--- config.mk ---
export PLATFORM = sky130hd
export DESIGN_NAME = or1200_vld_dp
export DESIGN_NICKNAME = d
export VERILOG_FILES = /design/src/rtl/or1200_vld_pkg.sv /design/src/rtl/or1200_vld_unstuff.sv /design/src/rtl/or1200_vld_dp.sv
export SDC_FILE = /design/constraint.sdc
export NUM_CORES = 1
export LEC_CHECK = 0
export BUFFER_PORTS_ARGS = -buffer_cell sky130_fd_sc_hd__buf_4
export CORE_AREA = 2 2 132 134
export CTS_CLUSTER_DIAMETER = 150
export DETAILED_ROUTE_END_ITERATION = 8
export DIE_AREA = 0 0 134 136
export PLACE_DENSITY = 0.82
export REMOVE_ABC_BUFFERS = 1
export SYNTH_ARGS = -nofsm -noshare
export SYNTH_HDL_FRONTEND = slang
export SYNTH_HIERARCHICAL = 1
export SYNTH_SLANG_ARGS = --single-unit
--- constraint.sdc ---
create_clock -name clk_i -period 5 [get_ports clk_i]
set_input_delay 1 -clock clk_i [delete_from_list [all_inputs] [get_ports clk_i]]
set_output_delay 1 -clock clk_i [all_outputs]
set_load 0.1 [all_outputs]
--- src/rtl/or1200_vld_pkg.sv ---
// Shared types and constants for the JPEG VLC bit-unpacking datapath.
// Optional marker detection is enabled with VLD_MARKER_DETECT_EN.
package or1200_vld_pkg;

    typedef enum logic {IDLE, WAIT} op_state_t;
    typedef enum logic [1:0] {F_IDLE, F_REQ, F_STOP} fill_state_t;
    typedef enum logic [1:0] {B_KEEP, B_DROP, B_MARKER} byte_cls_t;

    localparam int          BUF_W      = 32;
    localparam int          MAX_GET    = 16;
    localparam logic [7:0]  BYTE_FF    = 8'hFF;
    localparam logic [7:0]  BYTE_STUFF = 8'h00;

    // Top n bits of the buffer, right-justified; n=0 yields zero.
    function automatic logic [BUF_W-1:0] head_bits(input logic [BUF_W-1:0] reg_v,
                                                   input logic [4:0]       n);
        logic [5:0] sh;
        sh = 6'(BUF_W) - {1'b0, n};
        return (n == 5'd0) ? '0 : (reg_v >> sh);
    endfunction

endpackage

--- src/rtl/or1200_vld_unstuff.sv ---
// Byte classifier: tracks a preceding 0xFF and marks each fetched byte keep/drop/marker.
// Marker capture exists only when VLD_MARKER_DETECT_EN is defined.
module or1200_vld_unstuff
    import or1200_vld_pkg::*;
(
    input  logic       clk_i,
    input  logic       rst_i,
    input  logic       byte_vld_i,
    input  logic [7:0] byte_i,
    input  logic       clr_i,
    output byte_cls_t  cls_o,
    output logic       marker_o,
    output logic [7:0] marker_code_o
);

    logic ff_seen_q, ff_seen_d;

    always_comb begin
        cls_o = B_KEEP;
        if (ff_seen_q) begin
            if (byte_i == BYTE_STUFF) cls_o = B_DROP;
`ifdef VLD_MARKER_DETECT_EN
            else                      cls_o = B_MARKER;
`endif
        end
    end

    always_comb begin
        ff_seen_d = ff_seen_q;
        if (clr_i)           ff_seen_d = 1'b0;
        else if (byte_vld_i) ff_seen_d = (cls_o == B_KEEP) && (byte_i == BYTE_FF);
    end

    always_ff @(posedge clk_i or posedge rst_i) begin
        if (rst_i) ff_seen_q <= 1'b0;
        else       ff_seen_q <= ff_seen_d;
    end

`ifdef VLD_MARKER_DETECT_EN
    logic       marker_q, marker_d;
    logic [7:0] code_q, code_d;

    always_comb begin
        marker_d = marker_q;
        code_d   = code_q;
        if (clr_i) begin
            marker_d = 1'b0;
            code_d   = 8'h00;
        end else if (byte_vld_i && cls_o == B_MARKER) begin
            marker_d = 1'b1;
            code_d   = byte_i;
        end
    end

    always_ff @(posedge clk_i or posedge rst_i) begin
        if (rst_i) begin
            marker_q <= 1'b0;
            code_q   <= 8'h00;
        end else begin
            marker_q <= marker_d;
            code_q   <= code_d;
        end
    end

    assign marker_o      = marker_q;
    assign marker_code_o = code_q;
`else
    assign marker_o      = 1'b0;
    assign marker_code_o = 8'h00;
`endif

endmodule

--- src/rtl/or1200_vld_dp.sv ---
// JPEG VLC bit-unpacking datapath: byte fetch, 0xFF00 unstuffing, MSB-aligned bit buffer, get_bits ops.
// Marker detection (fill stop on FF xx) is enabled with VLD_MARKER_DETECT_EN.
module or1200_vld_dp
    import or1200_vld_pkg::*;
#(
    parameter int FILL_THRESH = 24
) (
    input  logic        clk_i,
    input  logic        rst_i,
    output logic        load_byte_o,
    input  logic        ack_i,
    input  logic [7:0]  byte_i,
    input  logic        get_bits_i,
    input  logic [4:0]  num_bits_i,
    output logic [31:0] bits_o,
    output logic        done_o,
    output logic        busy_o,
    input  logic        spr_addr,
    input  logic        write_dp_spr_i,
    input  logic [31:0] spr_dat_i,
    output logic [31:0] spr_dat_o,
    output logic        marker_o,
    output logic [7:0]  marker_code_o
);

    logic [BUF_W-1:0] bit_reg_q, bit_reg_d;
    logic [5:0]       bit_cnt_q, bit_cnt_d;
    op_state_t        op_q, op_d;
    fill_state_t      fill_q, fill_d;
    logic [4:0]       n_q, n_d;
    logic [31:0]      bits_q, bits_d;
    logic             done_q, done_d;

    logic             byte_vld, stopped, consume;
    logic [4:0]       n_req, n_use;
    byte_cls_t        byte_cls;

    assign byte_vld = (fill_q == F_REQ) && ack_i;
    assign stopped  = (fill_q == F_STOP);
    assign n_req    = (num_bits_i > 5'(MAX_GET)) ? 5'(MAX_GET) : num_bits_i;

    or1200_vld_unstuff u_unstuff (
        .clk_i         (clk_i),
        .rst_i         (rst_i),
        .byte_vld_i    (byte_vld),
        .byte_i        (byte_i),
        .clr_i         (write_dp_spr_i),
        .cls_o         (byte_cls),
        .marker_o      (marker_o),
        .marker_code_o (marker_code_o)
    );

    // Op FSM; once the fill has stopped on a marker, a short buffer is zero-padded.
    always_comb begin
        op_d    = op_q;
        n_d     = n_q;
        n_use   = n_req;
        consume = 1'b0;
        done_d  = 1'b0;
        bits_d  = '0;
        if (write_dp_spr_i) begin
            op_d = IDLE;
        end else begin
            case (op_q)
                IDLE: if (get_bits_i) begin
                    if (bit_cnt_q >= {1'b0, n_req} || stopped) begin
                        consume = 1'b1;
                    end else begin
                        op_d = WAIT;
                        n_d  = n_req;
                    end
                end
                WAIT: begin
                    n_use = n_q;
                    if (bit_cnt_q >= {1'b0, n_q} || stopped) begin
                        consume = 1'b1;
                        op_d    = IDLE;
                    end
                end
                default: op_d = IDLE;
            endcase
        end
        if (consume) begin
            done_d = 1'b1;
            bits_d = head_bits(bit_reg_q, n_use);
        end
    end

    // Consume is applied before append so a same-cycle byte lands behind the remaining bits.
    always_comb begin
        bit_reg_d = bit_reg_q;
        bit_cnt_d = bit_cnt_q;
        if (write_dp_spr_i) begin
            if (spr_addr) bit_reg_d = spr_dat_i;
            else          bit_cnt_d = spr_dat_i[5:0];
        end else if (consume) begin
            bit_reg_d = bit_reg_q << n_use;
            bit_cnt_d = (bit_cnt_q >= {1'b0, n_use}) ? bit_cnt_q - {1'b0, n_use} : 6'd0;
        end
        if (byte_vld && byte_cls == B_KEEP) begin
            bit_reg_d = bit_reg_d | ({byte_i, 24'h000000} >> bit_cnt_d);
            bit_cnt_d = bit_cnt_d + 6'd8;
        end
    end

    always_comb begin
        fill_d = fill_q;
        case (fill_q)
            F_IDLE: if (bit_cnt_q <= 6'(FILL_THRESH)) fill_d = F_REQ;
            F_REQ:  if (ack_i)
                        fill_d = (byte_cls == B_MARKER && !write_dp_spr_i) ? F_STOP : F_IDLE;
            F_STOP: if (write_dp_spr_i) fill_d = F_IDLE;
            default: fill_d = F_IDLE;
        endcase
    end

    always_ff @(posedge clk_i or posedge rst_i) begin
        if (rst_i) begin
            bit_reg_q <= '0;
            bit_cnt_q <= '0;
            op_q      <= IDLE;
            fill_q    <= F_IDLE;
            n_q       <= '0;
            bits_q    <= '0;
            done_q    <= 1'b0;
        end else begin
            bit_reg_q <= bit_reg_d;
            bit_cnt_q <= bit_cnt_d;
            op_q      <= op_d;
            fill_q    <= fill_d;
            n_q       <= n_d;
            bits_q    <= bits_d;
            done_q    <= done_d;
        end
    end

    assign load_byte_o = (fill_q == F_REQ);
    assign busy_o      = (op_q == WAIT);
    assign done_o      = done_q;
    assign bits_o      = bits_q;
    assign spr_dat_o   = spr_addr ? bit_reg_q : {26'b0, bit_cnt_q};

endmodule

==> results.json, run 1 <==
{
  "max_slew.worst_pin.slew_ns": 1.193,
  "die_w_um": 134,
  "layout-drive-gt1-share": 0.2220,
  "viasPerCell": 6.159,
  "synth_top_cell_by_area": "dfrtp_1",
  "coreArea_sq_um": 16880,
  "cts_resized": 0,
  "cts_tree": "done",
  "max-slew-margin-rel": 0.2008,
  "crit_type": "primary input to flip-flop",
  "setup_violations": 0,
  "r2r-start": "bit_cnt_q[0]",
  "hold_depth": 1,
  "place_congestion": 0.9641,
  "hold_viol_final": 0,
  "synthTopCellsByCount": "mux2i_1, nand2_1, nor2_1, dfrtp_1, a21oi_1",
  "grt_pass1_wl_mm": 41.57,
  "grt_max_degree": 59,
  "ys_ff_latch": 80,
  "cp_max_fo": 10,
  "cpPeakStageDelay_ns": 0.67,
  "crit_slowest_cell": "mux2i_1",
  "cts_buffers": 9,
  "switching_share": 0.5680,
  "cts.hold.buffers_added": 0,
  "p_int_mw": 2.698,
  "drtIter0Drc": 606,
  "drc": 0,
  "cts.clk_slew.worst_paths_ns": 0.06,
  "p_leak_nw": 4.536,
  "slew_violations": 0,
  "status": "completed",
  "r2r-end": "bits_o[25]",
  "min_period_ns": 4.390,
  "synth_top_area_frac": 0.2434,
  "vias": 7933,
  "timing.fmax_ghz": 0.2278,
  "rows": 48,
  "async_flop_share": 1.000,
  "cp.arrival_ns": 4.66,
  "r2r_slack_ns": 0.82,
  "synth-edff-count": 0,
  "yosys_most_used_dff": "dfrtp_1",
  "rsz0062_at_grt": "false",
  "yosys_warnings": 6,
  "portBuffers": 117,
  "hold_path.class": "flip-flop to flip-flop",
  "synth_area_sq_um": 8224,
  "grt_pass1_vias": 7765,
  "drtAntennaViolNets": 0,
  "cts_setup_buffers": 0,
  "p_clk_frac": 0.116,
  "powerDensity_nw_per_um2": 650.7,
  "setup_tns_ns": 0,
  "ys_seq_area_frac": 0.2434,
  "hp-start": "fill_q[1]",
  "p_comb_frac": 0.689,
  "grtUsageTotal": 0.2912,
  "fin_ws_ns": 0.6100,
  "antenna_found_initial": 0,
  "clock_sinks": 80,
  "gr-total-overflow": 0,
  "routed_wl_mm": 26.53,
  "hpwl_mm": 20.25,
  "clock_latency_ns": 0.36,
  "die_area_sq_um": 18220,
  "diodes": 0,
  "p_sw_mw": 3.548,
  "ir_drop_v": 0.0004774,
  "area_delta_synth_final_pct": 16.72,
  "final_nets": 1129,
  "detail_route.first_pass.iterations": 5,
  "fin_skew_ns": 0.01657,
  "seq_power_share": 0.195,
  "cp_common_cell": "buf_4",
  "root_buffer": "clkbuf_16",
  "yosysMostFrequentCell": "mux2i_1",
  "min_to": "fill_q[0]",
  "cap_violations": 0,
  "h-tree-depth": 3,
  "synth_area_leaders": "dfrtp_1, mux2i_1, nand2_1",
  "synthCells": 977,
  "cp_cell_sequence": "buf_4 -> nor2b_1 -> buf_4 -> nor2_1 -> a21oi_4 -> clkinv_1 -> fa_1 -> nor2b_1 -> o21ai_0 -> a21boi_1 -> nor2_1 -> nor4_2 -> a21oi_2 -> buf_4 -> mux2i_1 -> a221oi_1 -> o211ai_1",
  "rr_worst_depth": 13,
  "timing.final.crit_share": 0.8780,
  "initial_utilization": 0.4873,
  "syn_area_per_cell_sq_um": 8.418,
  "crit_required_ns": 5.27,
  "clk_path_buf_depth": 2,
  "boundaryPins": 127,
  "end_kind": "flip-flop",
  "pre_cts_slack_ns": 0.3339,
  "die_h_um": 136,
  "startpoint_type": "primary input",
  "wire_per_inst_um": 20.60,
  "synth_cell_types": 91
}
## registers in the layout, summed over array words and instances (netlist names)
signal	count
bit_cnt_q	6
bit_reg_q	32
bits_o	32
busy_o	1
done_o	1
fill_q	2
n_q	5
u_unstuff/ff_seen_q	1
## placed cells by master, fill, tap and decap left out, drive strengths merged, types with 6 or more instances in the layout
cell type	netlist	routed
a211oi	21	21
a21oi	67	67
a221o	12	12
a221oi	12	12
a31oi	9	9
and2	32	32
buf	39	140
clkbuf	39	12
conb	1	10
dfrtp	80	80
ha	18	18
inv	28	27
mux2	32	32
mux2i	169	169
nand2	96	96
nand2b	11	11
nand3	12	12
nor2	97	97
nor2b	11	11
nor3	14	14
o211ai	23	23
o21ai	56	56
o221ai	7	7
o22ai	8	8
xnor2	6	6
## kinds of logic after synthesis
family,count (synthesis),share of synthesized area
muxes,203,0.2588
xor gates and xnor gates,6,0.006390
buffers and inverters,109,0.05964
adders and majority gates,19,0.02982
DFF,80,0.2434
other,1,0.0004560
AOI/OAI and AO/OA,259,0.2243
and+or+nand+nor,300,0.1772
## cell type report
cell class | count | area, sq um
fill | 1552 | 7277
timing repair buffer | 140 | 1064
clock inverter | 3 | 65.06
sequential | 80 | 2002
inverter | 31 | 120.1
tap | 225 | 281.5
clock buffer | 12 | 256.5
multi-input combinational | 797 | 5811
## routing by layer
metal,part of all wire,track usage,vias to the layer above
met1,0.39,0.3439,3686
li1,-,-,3734
met4,0.051,0.1483,0
met2,0.49,0.5037,409
met5,0,0,-
met3,0.076,0.05779,104
## power by group through the flow
stage / Combinational (mW) / Clock, mW / Sequential [mW]
after floorplan: 2.92 / 0 / 1.39
after global placement: 4.17 / 0 / 1.21
after detailed placement: 4.22 / 0 / 1.21
after CTS: 4.24 / 0.726 / 1.20
after global routing: 4.59 / 0.759 / 1.24
final: 4.30 / 0.723 / 1.22
## critical path: cells and delay by family
kind / cells / cell delay, ns
AOI/OAI and AO/OA: 6 / 0.96
and+or+nand+nor: 5 / 0.92
buffers and inverters: 4 / 0.70
muxes: 1 / 0.67
adders and majority gates: 1 / 0.40
## stage by stage
step	power, mW	area, sq um	instances	util	hold slack [ns]
detailed placement	5.429	9278	1273	0.5497	0.4486
finish	6.246	9599	1288	0.5688	0.4584
global placement	5.378	9278	1273	0.5497	0.4443
global route	6.587	9599	1288	0.5688	0.4765
floorplan	4.303	7886	908	-	0.4178
CTS	6.169	9599	1288	0.5688	0.4552
## worst max-delay path by stage
| stage | endpoint | cells after the start | startpoint | slack [ns] |
|---|---|---|---|---|
| 2_1_floorplan | bits_o[3] | 8 | busy_o | -2.39 |
| 3_3_place_gp | bit_reg_q[1] | 15 | write_dp_spr_i | 0.37 |
| 3_5_place_dp | bit_reg_q[1] | 15 | write_dp_spr_i | 0.33 |
| 4_1_cts | bit_reg_q[10] | 18 | write_dp_spr_i | 0.67 |
| 5_1_grt | bit_reg_q[10] | 18 | write_dp_spr_i | 0.41 |
| 6_report | bit_reg_q[14] | 17 | write_dp_spr_i | 0.61 |
Note: power is estimated with default switching activity, not from simulation.
==> inputs of run 2 (changes only) <==
--- a/config.mk
+++ b/config.mk
@@ -11,7 +11,6 @@
 export DETAILED_ROUTE_END_ITERATION = 8
 export DIE_AREA = 0 0 134 136
 export PLACE_DENSITY = 0.82
-export REMOVE_ABC_BUFFERS = 1
 export SYNTH_ARGS = -nofsm -noshare
 export SYNTH_HDL_FRONTEND = slang
 export SYNTH_HIERARCHICAL = 1
==> run 2 against run 1 <==
Effect of this change:
- combinational power about the same
- clock power down 16%
- clock skew down 0.0063 ns
- maximum frequency grew 0.91%
- routed wire length down 2.6%
- hold slack worse by 0.0092 ns
- register-to-register slack better by 0.20 ns
- non-clock buffer count rose by 7
- flip-flop and latch count did not move
- worst setup slack better by 0.040 ns
- total power shrank 2.1%
- utilization shrank 0.12 points
==> results.json, run 2 (synthesis gave the netlist of run 1 again) <==
{
  "fin_ws_ns": 0.6496,
  "pre_cts_slack_ns": 0.3555,
  "timing.fmax_ghz": 0.2299,
  "min_period_ns": 4.350,
  "h-tree-depth": 3,
  "grt_pass1_vias": 7445,
  "drc": 0,
  "grtUsageTotal": 0.2834,
  "final_cell_mix": "mux2i_1, buf_4, nand2_1",
  "grt_pass1_wl_mm": 40.43,
  "startpoint_type": "primary input",
  "cap_violations": 0,
  "cts_tree": "done",
  "status": "completed",
  "die_w_um": 134,
  "clk_path_buf_depth": 2,
  "rows": 48,
  "initial_utilization": 0.4873,
  "antenna_found_initial": 0,
  "timing.final.crit_share": 0.8701,
  "p_leak_nw": 4.537,
  "ir_drop_v": 0.0002894,
  "rsz0062_at_grt": "false",
  "boundaryPins": 127,
  "cp_max_fo": 6,
  "vias": 7908,
  "end_kind": "flip-flop",
  "gr-total-overflow": 0,
  "root_buffer": "clkbuf_16",
  "fin_util": 0.5676,
  "mostFrequentLayoutCell": "mux2i_1",
  "grt_max_degree": 59,
  "multi_input_area_sq_um": 5811,
  "layout-drive-gt1-share": 0.2273,
  "crit_required_ns": 5.24,
  "setup_tns_ns": 0,
  "max_slew.worst_pin.slew_ns": 1.084,
  "routed_wl_mm": 25.85,
  "hold_path.class": "flip-flop to flip-flop",
  "die_area_sq_um": 18220,
  "wire_per_inst_um": 19.98,
  "fin_skew_ns": 0.01029,
  "portBuffers": 117,
  "slew_violations": 0,
  "drtAntennaViolNets": 0,
  "viasPerCell": 6.111,
  "place_congestion": 0.9522,
  "setup_violations": 0,
  "clock_sinks": 80,
  "area_delta_synth_final_pct": 16.48,
  "hpwl_mm": 20.35,
  "cts_buffers": 9,
  "hold_depth": 1,
  "detail_route.first_pass.iterations": 6,
  "rr_worst_depth": 14,
  "coreArea_sq_um": 16880,
  "max-slew-margin-rel": 0.2740,
  "cts.clk_slew.worst_paths_ns": 0.06,
  "cts_setup_buffers": 0,
  "hold_viol_final": 0,
  "cp.arrival_ns": 4.59,
  "crit_type": "primary input to flip-flop",
  "powerDensity_nw_per_um2": 638.3,
  "nFillCells": 1549,
  "seqCellArea_sq_um": 2002,
  "final_nets": 1136,
  "diodes": 0,
  "die_h_um": 136,
  "finalPower_mw": 6.114,
  "cts_resized": 0,
  "clock_latency_ns": 0.35,
  "cts.hold.buffers_added": 0,
  "drtIter0Drc": 786
}
[run 2: where the power goes]
part | switching [mW] | internal [mW]
registers | 0.375 | 0.844
logic | 2.88 | 1.41
clock network | 0.263 | 0.341
[run 2: worst max-delay path: stages]
cell and delay, ns:
buf_4 0.13, nor2b_1 0.16, mux2_2 0.37, ha_1 0.22, fa_1 0.42, nor2b_1 0.19, o21ai_0 0.14, a21boi_1 0.23
o21ai_0 0.11, or4_1 0.49, o211ai_2 0.15, or2_1 0.42, nor3_4 0.07, a22o_1 0.26, a211o_1 0.22
[run 2: final timing paths]
| check | from | end | slack [ns] |
|---|---|---|---|
| worst min register to register | fill_q[1] | fill_q[0] | 0.45 |
| worst min-delay path | fill_q[1] | fill_q[0] | 0.45 |
| worst max-delay path | write_dp_spr_i | bit_reg_q[10] | 0.65 |
| min in group asynchronous | rst_i | u_unstuff/ff_seen_q | 0.49 |
| max in group asynchronous | rst_i | bits_o[29] | 3.28 |
| worst max register to register | busy_o | bit_reg_q[10] | 1.02 |
[run 2: final cells by class]
| class | count | share of cell area |
|---|---|---|
| inverters | 31 | 0.01254 |
| flip-flops and latches | 80 | 0.2090 |
| clock inverters | 4 | 0.002351 |
| multi-input cells | 797 | 0.6066 |
| clock buffers | 10 | 0.02495 |
| repair buffers | 147 | 0.1152 |
| well taps | 225 | 0.02939 |
[run 2: routing by layer]
| layer | share of wire | vias up | GRT usage |
|---|---|---|---|
| li1 | - | 3753 | - |
| met1 | 0.44 | 3707 | 0.3920 |
| met2 | 0.45 | 382 | 0.4459 |
| met3 | 0.074 | 66 | 0.03766 |
| met4 | 0.035 | 0 | 0.1194 |
| met5 | 0 | - | 0 |
[run 2: per-stage QoR]
| step | hold WS (ns) | instances | area (sq um) |
|---|---|---|---|
| after floorplan | 0.4178 | 986 | 8258 |
| after global placement | 0.4277 | 1280 | 9318 |
| after detailed placement | 0.4374 | 1280 | 9318 |
| after CTS | 0.4469 | 1294 | 9579 |
| after global routing | 0.4676 | 1294 | 9579 |
| final | 0.4492 | 1294 | 9579 |
==> inputs of run 3 (changes only) <==
==> constraint.sdc (replaced) <==
create_clock -name clk_i -period 5 [get_ports clk_i]
set_input_delay 0.75 -clock clk_i [delete_from_list [all_inputs] [get_ports clk_i]]
set_output_delay 0.75 -clock clk_i [all_outputs]
set_load 0.1 [all_outputs]
==> run 3 against run 2 <==
Effect of this change:
- critical endpoint unchanged
- maximum frequency rose by 2.3%
- flip-flop and latch count did not move
- global-route usage rose by 0.50 points
==> results.json, run 3 (synthesis gave the netlist of run 1 again) <==
{
  "final_cell_mix": "mux2i_1, buf_4, nand2_1",
  "hpwl_mm": 20.29,
  "initial_utilization": 0.4873,
  "grt_max_degree": 62,
  "cts.clk_slew.worst_paths_ns": 0.07,
  "cts.hold.buffers_added": 0,
  "antenna_found_initial": 0,
  "grtUsageTotal": 0.2884,
  "clock_sinks": 80,
  "cts_resized": 0,
  "grt_pass1_wl_mm": 41.06,
  "h-tree-depth": 3,
  "wire_per_inst_um": 20.48,
  "crit_family": "simple AND/OR/NAND/NOR gates",
  "die_area_sq_um": 18220,
  "gr-total-overflow": 0,
  "mostFrequentLayoutCell": "mux2i_1",
  "switching_share": 0.5767,
  "cpPeakStageDelay_ns": 0.54,
  "pre_cts_slack_ns": 0.4284,
  "max-slew-margin-rel": 0.2867,
  "drc": 0,
  "ir_drop_v": 0.0002927,
  "cp.arrival_ns": 4.49,
  "cts_tree": "done",
  "slew_violations": 0,
  "drtAntennaViolNets": 0,
  "rows": 48,
  "crit_slowest_cell": "or4_1",
  "coreArea_sq_um": 16880,
  "timing.fmax_ghz": 0.2351,
  "viasPerCell": 6.176,
  "p_sw_mw": 3.557,
  "multi_input_area_sq_um": 5811,
  "vias": 7948,
  "seqCellArea_sq_um": 2002,
  "cp_cell_sequence": "buf_4 -> nor2b_1 -> buf_4 -> nor2_1 -> a21oi_4 -> buf_4 -> ha_1 -> a21o_1 -> a21oi_1 -> o21ai_0 -> or4_1 -> o211ai_2 -> or2_1 -> nor3_4 -> a22o_1 -> a211o_1",
  "drtIter0Drc": 690,
  "crit_type": "primary input to flip-flop",
  "cap_violations": 0,
  "die_w_um": 134,
  "cp_common_cell": "buf_4",
  "seq_power_share": 0.198,
  "p_comb_frac": 0.693,
  "detail_route.first_pass.iterations": 8,
  "nFillCells": 1549,
  "p_int_mw": 2.611,
  "final_nets": 1127,
  "cp_max_fo": 33,
  "setup_violations": 0,
  "rsz0062_at_grt": "false",
  "grt_pass1_vias": 7302,
  "hold_viol_final": 0,
  "crit_required_ns": 5.24,
  "min_period_ns": 4.253,
  "cts_buffers": 9,
  "p_leak_nw": 4.503,
  "die_h_um": 136,
  "startpoint_type": "primary input",
  "hold_path.class": "primary input to async pin",
  "clk_path_buf_depth": 2,
  "status": "completed",
  "diodes": 0,
  "root_buffer": "clkbuf_16",
  "clock_latency_ns": 0.36,
  "place_congestion": 0.9712,
  "portBuffers": 117,
  "powerDensity_nw_per_um2": 646.0,
  "max_slew.worst_pin.slew_ns": 1.065,
  "layout-drive-gt1-share": 0.2213,
  "p_clk_frac": 0.109,
  "end_kind": "flip-flop",
  "routed_wl_mm": 26.36,
  "boundaryPins": 127,
  "timing.final.crit_share": 0.8506,
  "setup_tns_ns": 0,
  "cp_num_buf_inv": 3,
  "fin_ws_ns": 0.7469,
  "area_delta_synth_final_pct": 16.08,
  "fin_skew_ns": 0.01465,
  "cts_setup_buffers": 0
}
[run 3: stage by stage]
stage | cells | power, mW | hold WS [ns] | area (sq um) | util
floorplan | 986 | 4.358 | 0.4178 | 8258 | -
global placement | 1271 | 5.393 | 0.4289 | 9250 | 0.5481
detailed placement | 1271 | 5.417 | 0.4392 | 9250 | 0.5481
CTS | 1287 | 6.096 | 0.2374 | 9547 | 0.5657
global route | 1287 | 6.524 | 0.2399 | 9547 | 0.5657
finish | 1287 | 6.167 | 0.2364 | 9547 | 0.5657
[run 3: power groups by stage]
stage                     registers, mW  clock network (mW)  logic [mW]
after floorplan                    1.39                   0        2.97
after global placement             1.21                   0        4.19
after detailed placement           1.21                   0        4.21
after CTS                          1.20               0.672        4.22
after global routing               1.24               0.705        4.58
final                              1.22               0.673        4.27
[run 3: path summary, 6_finish.rpt]
kind	from	endpoint	slack, ns	cells after the start
hold / removal	rst_i	u_unstuff/ff_seen_q	0.24	2
hold reg to reg	fill_q[1]	fill_q[0]	0.45	1
max in group asynchronous	rst_i	bits_o[13]	3.54	3
setup reg to reg	busy_o	bit_reg_q[10]	0.84	15
setup / recovery	write_dp_spr_i	bit_reg_q[10]	0.75	16
min in group clk_i	fill_q[1]	fill_q[0]	0.45	1
[run 3: area by class of cell]
type / count / share of cell area
inverters: 31 / 0.01258
clock inverters: 6 / 0.007077
flip-flops and latches: 80 / 0.2097
clock buffers: 10 / 0.02398
multi-input cells: 797 / 0.6086
repair buffers: 138 / 0.1085
well taps: 225 / 0.02949
[run 3: routing by layer]
metal	vias up	track usage	wire length [um]
met5	-	0	0
met4	0	0.1147	939
met3	65	0.04139	2041
met2	411	0.4481	11710
met1	3734	0.4046	11660
li1	3738	-	-
